`src/rtl/pipeline_stall_ctrl_pkg.sv`:
```
// Shared core definitions for the stall/flush scheduler: FSM encodings,
// the x0 register index and the load-use hazard helper.
package pipeline_stall_ctrl_pkg;

  typedef enum logic {
    IDLE    = 1'b0,
    MD_WAIT = 1'b1
  } md_state_e;

  localparam logic [4:0] REG_X0 = 5'h00;

  // A load whose destination feeds either Decode source; x0 never carries data.
  function automatic logic load_use_hazard(input logic       mem_read,
                                           input logic [4:0] rd,
                                           input logic [4:0] rs1,
                                           input logic [4:0] rs2);
    return mem_read && (rd != REG_X0) && ((rd == rs1) || (rd == rs2));
  endfunction

endpackage

```
`src/rtl/pipeline_stall_ctrl_if.sv`:
```
// Hazard-unit bus: pipeline-side hazard inputs and the stall/flush/MD controls.
// No valid/ready here: every signal is a level valid for the current cycle, except
// MD_Start and MD_Done, which are single-cycle pulses forming the MUL/DIV handshake.
interface pipeline_stall_ctrl_if #(
  parameter int CNT_W = 16
);
  logic [4:0]       RS1_D;
  logic [4:0]       RS2_D;
  logic [4:0]       Rd_E;
  logic             MemRead_E;
  logic             PCSrc_E;
  logic             MulDiv_E;
  logic             MD_Done;
  logic             Stall_F;
  logic             Stall_D;
  logic             Stall_E;
  logic             Flush_D;
  logic             Flush_E;
  logic             Flush_M;
  logic             MD_Start;
  logic             MD_Busy;
  logic             MD_Err;
  logic [CNT_W-1:0] Stall_Count;

  modport master (
    output RS1_D, RS2_D, Rd_E, MemRead_E, PCSrc_E, MulDiv_E, MD_Done,
    input  Stall_F, Stall_D, Stall_E, Flush_D, Flush_E, Flush_M,
           MD_Start, MD_Busy, MD_Err, Stall_Count
  );

  modport slave (
    input  RS1_D, RS2_D, Rd_E, MemRead_E, PCSrc_E, MulDiv_E, MD_Done,
    output Stall_F, Stall_D, Stall_E, Flush_D, Flush_E, Flush_M,
           MD_Start, MD_Busy, MD_Err, Stall_Count
  );
endinterface

```
`src/rtl/sat_counter.sv`:
```
// Saturating up-counter with synchronous active-high reset; reusable for perf counters.
module sat_counter #(
  parameter int W = 16
) (
  input  logic         clk,
  input  logic         rst,
  input  logic         en,
  output logic [W-1:0] q
);

  always_ff @(posedge clk) begin
    if (rst) begin
      q <= '0;
    end else if (en && (q != {W{1'b1}})) begin
      q <= q + 1'b1;
    end
  end

endmodule

```
`src/rtl/pipeline_stall_ctrl.sv`:
```
// Central stall/flush scheduler: load-use bubbles, branch flushes and the
// MUL/DIV start/done sequencing with timeout, plus a stall-cycle counter.
module pipeline_stall_ctrl
  import pipeline_stall_ctrl_pkg::*;
#(
  parameter int MD_TIMEOUT = 64,
  parameter int CNT_W      = 16
) (
  input  logic                 clk,
  input  logic                 rst,
  pipeline_stall_ctrl_if.slave bus,
  output md_state_e            fsm_state
);

  localparam int WAIT_W = $clog2(MD_TIMEOUT);
  localparam logic [WAIT_W-1:0] WAIT_LAST = WAIT_W'(MD_TIMEOUT - 1);

  md_state_e        state;
  md_state_e        state_nx;
  logic [WAIT_W-1:0] wait_cnt;
  logic             md_err;
  logic             timeout;
  logic             load_use;
  logic [CNT_W-1:0] cnt_q;
  logic             stall_f, stall_d, stall_e;
  logic             flush_d, flush_e, flush_m;
  logic             md_start;

  assign fsm_state = state;
  assign timeout   = (state == MD_WAIT) && !bus.MD_Done && (wait_cnt == WAIT_LAST);
  assign load_use  = load_use_hazard(bus.MemRead_E, bus.Rd_E, bus.RS1_D, bus.RS2_D);

  always_ff @(posedge clk) begin
    if (rst) begin
      state    <= IDLE;
      wait_cnt <= '0;
      md_err   <= 1'b0;
    end else begin
      state <= state_nx;
      if (state == IDLE) begin
        wait_cnt <= '0;
      end else if (!bus.MD_Done) begin
        wait_cnt <= wait_cnt + 1'b1;
      end
      if (timeout) begin
        md_err <= 1'b1;
      end
    end
  end

  always_comb begin
    state_nx = state;
    case (state)
      IDLE:    if (bus.MulDiv_E && !bus.PCSrc_E) state_nx = MD_WAIT;
      MD_WAIT: if (bus.MD_Done || timeout)       state_nx = IDLE;
      default: state_nx = IDLE;
    endcase
  end

  // Branch beats MUL/DIV launch beats load-use; nothing but MD_Done matters in MD_WAIT.
  always_comb begin
    stall_f  = 1'b0;
    stall_d  = 1'b0;
    stall_e  = 1'b0;
    flush_d  = 1'b0;
    flush_e  = 1'b0;
    flush_m  = 1'b0;
    md_start = 1'b0;
    if (!rst) begin
      case (state)
        IDLE: begin
          if (bus.PCSrc_E) begin
            flush_d = 1'b1;
            flush_e = 1'b1;
          end else if (bus.MulDiv_E) begin
            md_start = 1'b1;
            stall_f  = 1'b1;
            stall_d  = 1'b1;
            stall_e  = 1'b1;
            flush_m  = 1'b1;
          end else if (load_use) begin
            stall_f = 1'b1;
            stall_d = 1'b1;
            flush_e = 1'b1;
          end
        end
        MD_WAIT: begin
          if (!bus.MD_Done) begin
            stall_f = 1'b1;
            stall_d = 1'b1;
            stall_e = 1'b1;
            flush_m = 1'b1;
          end
        end
        default: ;
      endcase
    end
  end

  sat_counter #(.W(CNT_W)) u_stall_cnt (
    .clk (clk),
    .rst (rst),
    .en  (stall_f),
    .q   (cnt_q)
  );

  assign bus.Stall_F     = stall_f;
  assign bus.Stall_D     = stall_d;
  assign bus.Stall_E     = stall_e;
  assign bus.Flush_D     = flush_d;
  assign bus.Flush_E     = flush_e;
  assign bus.Flush_M     = flush_m;
  assign bus.MD_Start    = md_start;
  assign bus.MD_Busy     = !rst && (state == MD_WAIT);
  assign bus.MD_Err      = !rst && md_err;
  assign bus.Stall_Count = rst ? '0 : cnt_q;

endmodule

```
`src/flat_wrapper.sv`:
```
// flat-port wrapper written by rule: the top's interface ports become plain ports
module pipeline_stall_ctrl_flat import pipeline_stall_ctrl_pkg::*;
#(
  parameter int MD_TIMEOUT = 64,
  parameter int CNT_W      = 16
)
  (clk, rst, fsm_state, bus_RS1_D, bus_RS2_D, bus_Rd_E, bus_MemRead_E, bus_PCSrc_E, bus_MulDiv_E, bus_MD_Done, bus_Stall_F, bus_Stall_D, bus_Stall_E, bus_Flush_D, bus_Flush_E, bus_Flush_M, bus_MD_Start, bus_MD_Busy, bus_MD_Err, bus_Stall_Count);
  pipeline_stall_ctrl_if #(.CNT_W(CNT_W)) bus_i ();
  input  logic clk;
  input  logic rst;
  output md_state_e fsm_state;
  input wire logic [$bits(bus_i.RS1_D)-1:0] bus_RS1_D;
  input wire logic [$bits(bus_i.RS2_D)-1:0] bus_RS2_D;
  input wire logic [$bits(bus_i.Rd_E)-1:0] bus_Rd_E;
  input wire logic [$bits(bus_i.MemRead_E)-1:0] bus_MemRead_E;
  input wire logic [$bits(bus_i.PCSrc_E)-1:0] bus_PCSrc_E;
  input wire logic [$bits(bus_i.MulDiv_E)-1:0] bus_MulDiv_E;
  input wire logic [$bits(bus_i.MD_Done)-1:0] bus_MD_Done;
  output wire logic [$bits(bus_i.Stall_F)-1:0] bus_Stall_F;
  output wire logic [$bits(bus_i.Stall_D)-1:0] bus_Stall_D;
  output wire logic [$bits(bus_i.Stall_E)-1:0] bus_Stall_E;
  output wire logic [$bits(bus_i.Flush_D)-1:0] bus_Flush_D;
  output wire logic [$bits(bus_i.Flush_E)-1:0] bus_Flush_E;
  output wire logic [$bits(bus_i.Flush_M)-1:0] bus_Flush_M;
  output wire logic [$bits(bus_i.MD_Start)-1:0] bus_MD_Start;
  output wire logic [$bits(bus_i.MD_Busy)-1:0] bus_MD_Busy;
  output wire logic [$bits(bus_i.MD_Err)-1:0] bus_MD_Err;
  output wire logic [$bits(bus_i.Stall_Count)-1:0] bus_Stall_Count;
  assign bus_i.RS1_D = bus_RS1_D;
  assign bus_i.RS2_D = bus_RS2_D;
  assign bus_i.Rd_E = bus_Rd_E;
  assign bus_i.MemRead_E = bus_MemRead_E;
  assign bus_i.PCSrc_E = bus_PCSrc_E;
  assign bus_i.MulDiv_E = bus_MulDiv_E;
  assign bus_i.MD_Done = bus_MD_Done;
  assign bus_Stall_F = bus_i.Stall_F;
  assign bus_Stall_D = bus_i.Stall_D;
  assign bus_Stall_E = bus_i.Stall_E;
  assign bus_Flush_D = bus_i.Flush_D;
  assign bus_Flush_E = bus_i.Flush_E;
  assign bus_Flush_M = bus_i.Flush_M;
  assign bus_MD_Start = bus_i.MD_Start;
  assign bus_MD_Busy = bus_i.MD_Busy;
  assign bus_MD_Err = bus_i.MD_Err;
  assign bus_Stall_Count = bus_i.Stall_Count;
  pipeline_stall_ctrl #(.MD_TIMEOUT(MD_TIMEOUT), .CNT_W(CNT_W)) u_core (.clk(clk), .rst(rst), .bus(bus_i), .fsm_state(fsm_state));
endmodule
```
`config.mk`:
```
export PLATFORM = sky130hd
export DESIGN_NAME = pipeline_stall_ctrl_flat
export DESIGN_NICKNAME = d
export VERILOG_FILES = /design/src/rtl/pipeline_stall_ctrl_pkg.sv /design/src/rtl/pipeline_stall_ctrl_if.sv /design/src/rtl/sat_counter.sv /design/src/rtl/pipeline_stall_ctrl.sv /design/src/flat_wrapper.sv
export SDC_FILE = /design/constraint.sdc
export NUM_CORES = 1
export LEC_CHECK = 0
export BUFFER_PORTS_ARGS = -buffer_cell sky130_fd_sc_hd__buf_2
export CAP_MARGIN = 20
export CORE_MARGIN = 8
export CORE_UTILIZATION = 30
export DETAILED_ROUTE_END_ITERATION = 7
export GPL_TIMING_DRIVEN = 0
export REMOVE_ABC_BUFFERS = 1
export SKIP_LAST_GASP = 1
export SYNTH_ARGS = -nofsm -noshare
export SYNTH_HDL_FRONTEND = slang
export SYNTH_HIERARCHICAL = 1
export SYNTH_SLANG_ARGS = --single-unit
```
`constraint.sdc`:
```
create_clock -name clk -period 2.1 [get_ports clk]
set_input_delay 0.21 -clock clk [delete_from_list [all_inputs] [get_ports clk]]
set_output_delay 0.21 -clock clk [all_outputs]
set_load 0.01 [all_outputs]
```
# [Word level (Yosys, flattened, before mapping)]
# Index checks and enable logic that the tools add are counted.
[classes] addsub=2 mul=0 div_mod_pow=0 n_lt_le_gt_ge=0 n_eq_ne=4 shifts=0 muxes=23 bitwise=1 n_reduce_logical=15
[op_table] op="two-way mux 1 bit" n=19
[op_table] op="adder 16 x 1 -> 16 bit (second input constant)" n=1
[op_table] op="two-way mux 16 bit" n=1
[op_table] op="!= test 16 bit (second input constant)" n=1
[op_table] op="== test 5 bit" n=2
[op_table] op="logical AND 1 bit" n=8
[op_table] op="adder 6 x 1 -> 6 bit (second input constant)" n=1
[op_table] op="== test 6 bit (second input constant)" n=1
[op_table] op="one-hot mux 1 bit (2 select lines)" n=3
[op_table] op="nonzero test 5 bit" n=1
[op_table] op="zero test 1 bit" n=3
[op_table] op="logical OR 1 bit" n=2
[op_table] op="OR reduction 2 bit" n=1
[op_table] op="inverter 1 bit" n=1
[totals] register_bits=24 latch_bits=0 ramBits=0 romBits=0 in_bits=21 output_inout_bits=26 memories=0

# [Depth between registers and ports, before layout]
# Gate-level depths: netlist of the first run.
[logic_depth] depth_word=9 ltp_mapped=8 mapped_depth_nobuf=8

# [Cells and area by module]
# Netlist of the first run, hierarchy kept.
[modules_own_cells] module="sat_counter" n_inst=1 cells_per_inst=99 area_per_inst_um2=848.3 seq_area_each_um2=320.3
[modules_own_cells] module="pipeline_stall_ctrl" n_inst=1 cells_per_inst=82 area_per_inst_um2=659.4 seq_area_each_um2=160.2

# [Worst setup path after synthesis of the first run]
# OpenSTA, ideal clock, no wires.
[synth_path] kind="flip-flop to flip-flop" from="register u_core.state (netlist: u_core/fsm_state)" to="register u_core.u_stall_cnt.q[7]" setup_ps=70 arrival_ps=2284 setup_slack_ps=-255 path_stages_with_launch=9 n_path_buf=2 path_cell_list="dfxtp_1 > nand2b_1 > buf_2 > o21ai_0 > o21bai_1 > nand2_1 > clkbuf_1 > or4_1 > a21oi_1"
[synth_between] elab_chain_len=4
[synth_rtl] element="start: declaration" line="pipeline_stall_ctrl.sv:18" rtl="md_state_e state;"
[synth_rtl] element="start signal: assignment" line="pipeline_stall_ctrl.sv:39" rtl="state <= state_nx;"
[synth_rtl] element="inverter 1 bit"
[synth_rtl] element="one-hot mux 1 bit (2 select lines) (*)"
[synth_rtl] element="two-way mux 1 bit (*)"
[synth_rtl] element="named net bus_Stall_D" line="flat_wrapper.sv:20" rtl="output wire logic [$bits(bus_i.Stall_D)-1:0] bus_Stall_D;"
[synth_rtl] element="logical AND 1 bit (*)" line="sat_counter.sv:14" rtl="end else if (en && (q != {W{1'b1}})) begin"
[synth_rtl] element="end signal: assignment" line="sat_counter.sv:15" rtl="q <= q + 1'b1;"
[synth_rtl] element="end: declaration" line="sat_counter.sv:8" rtl="output logic [W-1:0] q"
# The timed path passes the listed nets; every way through them passes the cells marked *.
# A chain may end at the register's enable or synchronous reset.

# [Worst setup path after layout of the first run]
[layout_path] from="register u_core.state (netlist: u_core/fsm_state)" to="register u_core.u_stall_cnt.q[6]"
[layout_between] elab_chain_len=4
[layout_rtl] element="inverter 1 bit"
[layout_rtl] element="one-hot mux 1 bit (2 select lines) (*)" line="pipeline_stall_ctrl.sv:70" rtl="case (state)"
[layout_rtl] element="two-way mux 1 bit (*)" line="pipeline_stall_ctrl.sv:69" rtl="if (!rst) begin"
[layout_rtl] element="logical AND 1 bit (*)" line="sat_counter.sv:14"
# Mark *: on every way between the ends. The rest lies on a longest branch, timed or not.

==> metrics.md, run 1 <==
| Metric | Value |
|---|---|
| Register Area | 480.5 µm² |
| CP max FO | 7 |
| Worst slew pin tran | roughly 0.65 ns |
| Synth Register Bits | 24 |
| FMAX | approximately 510 MHz |
| Initial antenna violation count | 0 |
| Post-Route WL | between 3000 and 4000 µm |
| Final nets | 251 |
| First-pass GRT wire length | around 5600 µm |
| Clk root buf | clkbuf_8 |
| Core ar. | approximately 5000 µm² |
| Layout area overhead | 27.55% |
| Clock sinks | 24 |
| CTS tree | yes |
| TNS Setup | 0 ns |
| Wire per inst | approximately 11 µm |
| Crit path kind | flop to flop |
| Commonest cells after routing, fill and taps aside | buf_2 (46), dfxtp_1 (24), nor2b_1 (20), nor2_1 (15), xor2_1 (13) |
| Initial Utilization | between 30% and 40% |
| Die area | approximately 7500 µm² |
| Largest cells by area after synthesis | dfxtp_1 (32%), nor2b_1 (8.3%), xor2_1 (7.6%), nor2_1 (3.7%), a21oi_1 (3.7%) |
| CP startpoint kind | flop |
| Period Utilization, post-route | between 90% and 100% |
| DR DRC count | 0 |
| Post-route ant nets | 0 |
| Area after DPL | between 1500 and 2000 µm² |
| Largest net degree at the start of global routing | 39 |
| Rows | 26 |
| Post-Syn Area | 1508 µm² |
| GP Congestion | 0.7420 |
| Final Hold Fails | 0 |
| CP Cell Sequence | nor3_2, nand2_1, o21ai_2, o21bai_4, and4_4, o41ai_1, or3_1, a21oi_1 |
| Layout cells sized above 1 | between 20% and 30% |
| Largest area contributor in the netlist | dfxtp_1 |
| Unique masters post-synth | between 40 and 50 |
| CTS buffer count | 3 |
| Final Non-Filler Cells | roughly 300 |
| First-pass iteration count of the detailed router | 4 |
| Clock Latency Late Sink | about 0.27 ns |
| CP max stage delay | approximately 0.38 ns |
| Worst clock skew | about 0.010 ns |
| Syn. warnings | 6 |
| HPWL Detailed | ~2500 µm |
| Die height | slightly below 90 µm |
| Grt ovf | 0 |
| Inserted Diodes | 0 |
| Sequential share of the synthesized area | 31.87% |
| Commonest non-fill, non-tap cell in the layout | buf_2 |
| WHS | between 0.2 and 0.25 ns |
| Avg Cell Area, Syn | ~8.3 µm² |
| Post-synth ARST share | 0% |
| CP Capture Type | flop |
| Vias | ~1,400 |
| Vias in the first global route | around 1,300 |
| Cells after DPL | between 200 and 300 |
| IO Pins | 47 |
| Final cell area excluding filler cells | roughly 1900 µm² |
| Worst Hold Class | primary input to flop |
| Clk slew on worst S/H paths | around 0.090 ns |
| Number of synthesized flops with an enable pin | 0 |
| Filler cell count | 508 |
| Max Cap Viol | 0 |
| P_leak | ~0.84 nW |
| Multi-input logic area | between 900 and 1000 µm² |
| Die X | between 80 and 90 µm |
| Vias/cell | ~4.7 |
| Final Total Pwr | around 0.97 mW |
| Clock buffer depth | 2 |
| Post-synth top area share | about a third |
| Crit-path slowest cell | dfxtp_1 |
| H-tree Lvls | 1 |
| Worst EP required | 2.30 ns |
| # setup viols final | 0 |
| GRT Total Usage | about 9% |
| Minimum clock period | around 2 ns |
| # hold bufs at CTS | 0 |
| Final Max Slew Viols | 0 |
| Max transition margin | between 50% and 60% |
| Mapped Cells | 181 |
| DRT iter0 DRCs | between 40 and 50 |
| Top_reg_cell synth | dfxtp_1 |
| VDD IR max | a little under 0.4 mV |
| Power density over cell area | between 500 and 600 nW/µm² |
| IO Port Bufs | 46 |
| Endpoint arrival time on the critical path | about 2.2 ns |
| Outcome | completed |
==> routing by layer <==
layer | GRT usage [%] | wire length, µm
met3 | 3.585 | 224
met5 | 0 | 0
met1 | 10.69 | 1625
met2 | 14.85 | 1489
met4 | 1.878 | 8
==> report_power, final <==
part           leakage [nW]  total, mW  internal (mW)  switching [mW]
clock network        0.0357      0.403          0.255           0.148
registers             0.194      0.463          0.458         0.00535
logic                 0.612      0.104         0.0473          0.0564
total                 0.841      0.970          0.760           0.210
==> cell families (layout without fill, tap and decap cells) <==
logic type | count (synthesis) | count (layout) | synth area share (%)
AO/OA/AOI/OAI | 33 | 33 | 13.78
XOR/XNOR | 16 | 16 | 9.295
adder cells (fa/ha/maj) | 2 | 2 | 1.659
buffers and inverters | 15 | 61 | 4.978
flip-flops | 24 | 24 | 31.87
multiplexers | 3 | 3 | 2.075
AND/OR/NAND/NOR | 88 | 88 | 36.35
==> path summary, 6_finish.rpt <==
kind,startpoint,to,slack [ns],cells after the start
max,u_core/fsm_state$_SDFF_PP0_,u_core/u_stall_cnt/q[6]$_SDFFE_PP0P_,0.13,8
min,bus_MulDiv_E,u_core/fsm_state$_SDFF_PP0_,0.23,3
max reg2reg,u_core/fsm_state$_SDFF_PP0_,u_core/u_stall_cnt/q[6]$_SDFFE_PP0P_,0.13,8
min reg2reg,u_core/wait_cnt[5]$_SDFFE_PN0N_,u_core/wait_cnt[5]$_SDFFE_PN0N_,0.49,2
==> stage by stage <==
step           utilization (%)  worst slack, ns
2_1_floorplan                -          -0.6359
3_3_place_gp             35.55          -0.7649
3_5_place_dp             35.55          -0.7768
4_1_cts                  37.61          0.02181
5_1_grt                  38.64        -0.004427
6_report                 38.64           0.1285
==> Yosys cell counts, types with 4 or more instances <==
master,n
o31ai_1,7
o21ai_0,6
dfxtp_1,24
inv_1,5
nand3_1,8
or3_1,4
or4_1,7
a21oi_1,11
nor2_1,15
xor2_1,13
nor3_1,8
nor2b_1,20
nand2_1,8
==> final cells by class <==
type / instances / share of cell area [%]
Timing Repair Buffer: 52 / 14.31
Clock buffer: 3 / 2.147
Inverter: 5 / 0.9759
Sequential cell: 24 / 24.98
Clock inverter: 1 / 1.561
Multi-Input combinational cell: 142 / 51.46
Tap cell: 70 / 4.554
==> sequential cells by signal (all words and copies together), names as in the netlist <==
name	count
u_core/u_stall_cnt/q	16
u_core/md_err	1
u_core/fsm_state	1
u_core/wait_cnt	6
==> critical path, delay by kind of cell (launching register included) <==
family          cells  cell delay, ns
simple gates        4            0.96
compound gates      4            0.57
flops               1            0.38
==> timing repair <==
item	in CTS	in global routing
pin swaps	0	1
resized for setup	8	2
cloned	0	0
setup endpoints to repair	16	3
hold endpoints to repair	0	0
buffers inserted	0	6
Note: power is estimated with default switching activity, not from simulation.
==> inputs of run 2 (changes only) <==
Settings changed: ABC_AREA set to 1.
==> run 2 against run 1 <==
Net effect:
- clock skew about the same
- flip-flop and latch count did not move
- clock power decreased by 22%
- combinational power up 19%
- design area up 5.2%
- utilization is 1.7 points lower
- fmax increased by 12%
- final cell count is 37% higher
- die area grew 9.8%
==> metrics.md, run 2 <==
| Metric | Value |
|---|---|
| Outcome | completed |
| Unique masters post-synth | 26 |
| TNS Setup | 0 ns |
| Layout cells sized above 1 | 22.02% |
| Synth Area in Simple Gates | between 40% and 50% |
| Worst slew pin tran | around 0.50 ns |
| Power density over cell area | between 400 and 500 nW/µm² |
| Grt ovf | 0 |
| # resized after CTS | 0 |
| First-pass GRT wire length | just under 7000 µm |
| Final Max Slew Viols | 0 |
| Die area | 8287 µm² |
| Internal power | about 0.68 mW |
| # hold bufs at CTS | 0 |
| Place WS | -0.02923 ns |
| Inserted Diodes | 0 |
| Final nets | 360 |
| Xor/xnor share of the synthesized area | under 10% |
| Clk root buf | clkbuf_8 |
| DR top layer | met4 |
| Sequential share of the synthesized area | between 20% and 30% |
| Minimum clock period | ~1.8 ns |
| Largest Register | u_core/u_stall_cnt/q |
| GP Congestion | around 0.83 |
| HPWL Detailed | about 3100 µm |
| Post-Route WL | slightly below 4000 µm |
| Mapped Cells | around 300 |
| Commonest non-fill, non-tap cell in the layout | nand2_1 |
| Vias in the first global route | 1,589 |
| CP Capture Type | flop |
| Mux contribution to synthesized area | 0% |
| RSZ-0062 raised after global routing | no |
| IO Pins | 47 |
| CP max FO | 10 |
| Hold-critical path depth | 3 |
| Layout area overhead | 19.78% |
| Period Utilization, post-route | between 80% and 90% |
| Routed wl met3 | around 100 µm |
| Synth Area in Adders | about 1.5% |
| IO Port Bufs | 46 |
| GRT Total Usage | approximately a tenth |
| Vias/cell | between 4 and 5 |
| Core ar. | 5473 µm² |
| Clk slew on worst S/H paths | approximately 0.09 ns |
| Endpoint arrival time on the critical path | just under 2 ns |
| Clock sinks | 24 |
| Rows | 27 |
| Clock share of power | 34.9% |
| First-pass iteration count of the detailed router | 4 |
| Crit path kind | flop to flop |
| Biggest regs | u_core/u_stall_cnt/q x16, u_core/wait_cnt x6 |
| Reg2Reg Depth | 13 |
| # setup viols final | 0 |
| Clock buffer depth | 2 |
| Initial antenna violation count | 0 |
| Clock Latency Late Sink | ~0.27 ns |
| Met2 WL post-DR | ~1800 µm |
| Sw Share | roughly 25% |
| Number of flip-flops in the largest register | 16 |
| Max Cap Viol | 0 |
| Post-synth ARST share | 0% |
| Most frequent cell after synthesis | nand2_1 |
| Synth Register Bits | 24 |
| Vias | between 1,500 and 2,000 |
| Number of synthesized flops with an enable pin | 0 |
| Final worst setup slack | 0.3409 ns |
| CTS tree | yes |
| Finished Core Util | 36.97% |
| Worst clock skew | ~0.0099 ns |
| Sequential share of power | approximately 50% |
| Post-Syn Area | ~1700 µm² |
| Die height | between 90 and 100 µm |
| VDD IR max | 0.2751 mV |
| DRT iter0 DRCs | 85 |
| FMAX | ~570 MHz |
| Worst Hold Class | primary input to flop |
| Largest area contributor in the netlist | dfxtp_1 |
| Synth top cells by count | nand2_1 (80), nor2_1 (65), inv_1 (49) |
| Worst EP required | 2.27 ns |
| Initial Utilization | between 30% and 40% |
| Post-CTS setup buffer count | 0 |
| Syn. warnings | 6 |
| H-tree Lvls | 1 |
| Main combinational cell family by area after synthesis | simple AND/OR/NAND/NOR gates |
| DRT met1 WL | 1923 µm |
| CP startpoint kind | flop |
| Die X | slightly above 90 µm |
| Final Total Pwr | 0.9047 mW |
| Max transition margin | 66.76% |
| Commonest cells after routing, fill and taps aside | nand2_1 (79), nor2_1 (65), inv_1 (49), buf_2 (46), dfxtp_1 (24) |
| Post-synth top area share | between 20% and 30% |
| P_leak | between 0.9 and 1 nW |
| DR DRC count | 0 |
| Largest net degree at the start of global routing | 22 |
| CTS buffer count | 3 |
| Wire per inst | ~9.5 µm |
| Top_reg_cell synth | dfxtp_1 |
| Comb pwr share | 13.8% |
| Largest cells by area after synthesis | dfxtp_1 (28%), nand2_1 (18%), nor2_1 (14%), inv_1 (11%), nand3_1 (5.0%) |
| Avg Cell Area, Syn | 5.785 µm² |
| Post-route ant nets | 0 |
| Final Hold Fails | 0 |
| Synth Area in Compound Gates | 4.963% |
| Sw power | 0.2293 mW |
run 2: worst paths after layout:
| kind | to | slack, ns | from |
|---|---|---|---|
| min | u_core/fsm_state$_SDFF_PP0_ | 0.19 | bus_MulDiv_E |
| max | u_core/u_stall_cnt/q[13]$_SDFFE_PP0P_ | 0.34 | u_core/fsm_state$_SDFF_PP0_ |
| max reg2reg | u_core/u_stall_cnt/q[13]$_SDFFE_PP0P_ | 0.34 | u_core/fsm_state$_SDFF_PP0_ |
| min reg2reg | u_core/md_err$_SDFFE_PP0P_ | 0.48 | u_core/md_err$_SDFFE_PP0P_ |
run 2: per-stage QoR:
stage,instance area [µm²],hold WS [ns],cells
finish,2023,0.1941,408
global route,2023,0.2131,408
CTS,2021,0.1930,408
detailed placement,1966,0.4656,404
global placement,1966,0.4609,404
floorplan,1645,0.3104,286
run 2: power by group through the flow:
| stage | logic, mW | clock network [mW] | registers (mW) |
|---|---|---|---|
| 6_report | 0.124 | 0.316 | 0.464 |
| 5_1_grt | 0.143 | 0.344 | 0.465 |
| 4_1_cts | 0.126 | 0.326 | 0.464 |
| 3_5_place_dp | 0.126 | 0 | 0.475 |
| 3_3_place_gp | 0.124 | 0 | 0.475 |
| 2_1_floorplan | 0.0707 | 0 | 0.475 |
run 2: layout make-up:
class	count	area [µm²]
tap	72	90.09
timing repair buffer	46	230.2
inverter	51	191.4
clock buffer	4	55.05
multi-input combinational	211	975.9
fill	609	3450
sequential	24	480.5
run 2: critical path, cell delays in order (launching register included):
cell and delay, ns:
dfxtp_1 0.32, nor2_1 0.11, inv_1 0.08, nor2_2 0.09
nand2_1 0.09, inv_1 0.07, nor2_1 0.05, nand2_2 0.17
nand3_1 0.12, or2_0 0.21, nor2_1 0.14, nand3_1 0.09
nand2_1 0.07, nor2_1 0.05
run 2: cells by family after synthesis:
| logic type | count (synthesis) |
|---|---|
| AOI/OAI and AO/OA | 15 |
| xor gates and xnor gates | 3 |
| adders and majority gates | 2 |
| buffers and inverters | 57 |
| DFF | 24 |
| and+or+nand+nor | 191 |
run 2: routing by layer:
layer	GRT usage (%)	up-vias
met5	0	-
met4	3.820	0
met3	1.646	6
met2	15.54	24
met1	11.85	708
li1	-	962
==> inputs of run 3 (changes only) <==
Clock period 2.1 ns to 1.85 ns, I/O delays scaled along.
==> run 3 against run 2 <==
Net effect:
- first-iteration DRC count unchanged
- non-clock buffer count rose by 3
- worst hold slack got worse by 0.034 ns
- register-to-register slack got worse by 0.17 ns
- via count grew 0.82%
- sequential share of layout area is 0.46 points lower
- design area up 2.0%
- power up 15%
- critical endpoint is now bus_Stall_F
==> metrics.md, run 3 (same netlist as run 2, synthesis figures left out) <==
| Metric | Value |
|---|---|
| Outcome | completed |
| Minimum clock period | ~1.7 ns |
| Inserted Diodes | 0 |
| Worst clock skew | 0.009640 ns |
| Clock Latency Late Sink | between 0.2 and 0.3 ns |
| VDD IR max | between 0.3 and 0.4 mV |
| Die height | between 90 and 100 µm |
| Max Cap Viol | 0 |
| Reg2Reg Depth | 12 |
| Grt ovf | 0 |
| TNS Setup | 0 ns |
| Finished Core Util | a little under two fifths |
| HP Start | bus_MulDiv_E |
| GRT Total Usage | under 10% |
| IO Pins | 47 |
| Worst Hold Class | primary input to flop |
| Number of flip-flops in the largest register | 16 |
| Initial antenna violation count | 0 |
| Clk slew on worst S/H paths | around 0.080 ns |
| Commonest non-fill, non-tap cell in the layout | nand2_1 |
| Commonest cells after routing, fill and taps aside | nand2_1 (78), nor2_1 (63), inv_1 (48), buf_2 (46), dfxtp_1 (24) |
| FMAX | between 500 and 600 MHz |
| Die area | 8287 µm² |
| Wire per inst | approximately 9.4 µm |
| First-pass iteration count of the detailed router | 4 |
| Vias in the first global route | around 1,600 |
| Final nets | 363 |
| # setup viols final | 0 |
| Biggest regs | u_core/u_stall_cnt/q x16, u_core/wait_cnt x6 |
| H-tree Lvls | 1 |
| DRT iter0 DRCs | between 80 and 90 |
| Power density over cell area | 502.2 nW/µm² |
| Die X | 91.04 µm |
| Max transition margin | 66.38% |
| Crit path from | u_core/fsm_state$_SDFF_PP0_ |
| First-pass GRT wire length | 6782 µm |
| Layout area overhead | 22.15% |
| HPWL Detailed | approximately 3100 µm |
| Post-Route WL | between 3000 and 4000 µm |
| Clock sinks | 24 |
| Filler cell count | 601 |
| CTS buffer count | 3 |
| Vias/cell | between 4 and 5 |
| IO Port Bufs | 46 |
| CP max FO | 7 |
| Initial Utilization | roughly 31% |
| GP Congestion | roughly 0.83 |
| Vias | 1,714 |
| Largest Register | u_core/u_stall_cnt/q |
| WHS Endpoint | u_core/fsm_state$_SDFF_PP0_ |
| FF-to-FF Start | u_core/fsm_state$_SDFF_PP0_ |
| CP startpoint kind | flop |
| Period Utilization, post-route | 91.38% |
| # hold bufs at CTS | 0 |
| Post-route ant nets | 0 |
| Rows | 27 |
| Hold-critical path depth | 3 |
| Final Max Slew Viols | 0 |
| Crit path kind | flop to output port |
| Final Hold Fails | 0 |
| RSZ-0062 raised after global routing | yes |
| FF-to-FF End | u_core/u_stall_cnt/q[13]$_SDFFE_PP0P_ |
| Clk root buf | clkbuf_8 |
| P_leak | ~1 nW |
| Worst slew pin tran | roughly 0.50 ns |
| Largest net degree at the start of global routing | 22 |
| Endpoint arrival time on the critical path | roughly 1.5 ns |
| Core ar. | 5473 µm² |
| Clock buffer depth | 2 |
| DR DRC count | 0 |
| Worst EP required | between 1.5 and 2 ns |
| CTS tree | yes |
| Worst R2R Setup Slack | 0.17 ns |
| Layout cells sized above 1 | between 20% and 30% |
| CP Capture Type | output port |
run 3: stage by stage:
step	hold slack [ns]	std cells	power, mW	setup slack (ns)	cell area [µm²]
finish	0.1601	411	1.036	0.1595	2063
global route	0.1736	411	1.090	-0.04049	2063
CTS	0.1680	408	1.041	0.05514	2023
detailed placement	0.4453	404	0.6816	-0.2542	1966
global placement	0.4451	404	0.6795	-0.2337	1966
floorplan	0.2854	286	0.6189	-0.02543	1645
run 3: worst max-delay path by stage:
stage | end | slack, ns | cells after the start
floorplan | u_core/u_stall_cnt/q[13]$_SDFFE_PP0P_ | -0.03 | 13
global placement | u_core/u_stall_cnt/q[13]$_SDFFE_PP0P_ | -0.23 | 14
detailed placement | u_core/u_stall_cnt/q[13]$_SDFFE_PP0P_ | -0.25 | 14
CTS | u_core/u_stall_cnt/q[13]$_SDFFE_PP0P_ | 0.06 | 13
global route | u_core/u_stall_cnt/q[14]$_SDFFE_PP0P_ | -0.04 | 14
finish | bus_Stall_F | 0.16 | 8
run 3: report_power, final:
group	total, mW	switching (mW)	internal (mW)
combinational	0.149	0.0883	0.0607
clock	0.360	0.170	0.190
sequential	0.527	0.00576	0.522
run 3: worst max-delay path, cell delays in order (launching register included):
cell and delay [ns]:
dfxtp_1 0.33, inv_1 0.09, nor2_4 0.04, inv_2 0.15, nor2_2 0.05, nor2_1 0.16, nand2_2 0.13, buf_4 0.16
buf_2 0.13
run 3: area by class of cell:
cell class              count  area, µm²  area share [%]
multi-input cells         211      993.5           48.15
clock buffers               4      55.05           2.668
inverters                  51      191.4           9.278
repair buffers             49      252.7           12.25
well taps                  72      90.09           4.366
flip-flops and latches     24      480.5           23.29
run 3: what timing repair did:
| action | 4_1_cts | 5_1_grt |
|---|---|---|
| resized for setup | 1 | 6 |
| pin swaps | 0 | 3 |
| setup endpoints to repair | 2 | 6 |
| buffers inserted | 0 | 3 |
run 3: metal layers:
layer	vias to the layer above	share of wire, %	global-route usage (%)
met5	-	0	0
met4	0	1.6	3.820
met3	6	2.2	1.646
met2	18	47	15.54
met1	720	49	11.85
li1	970	-	-
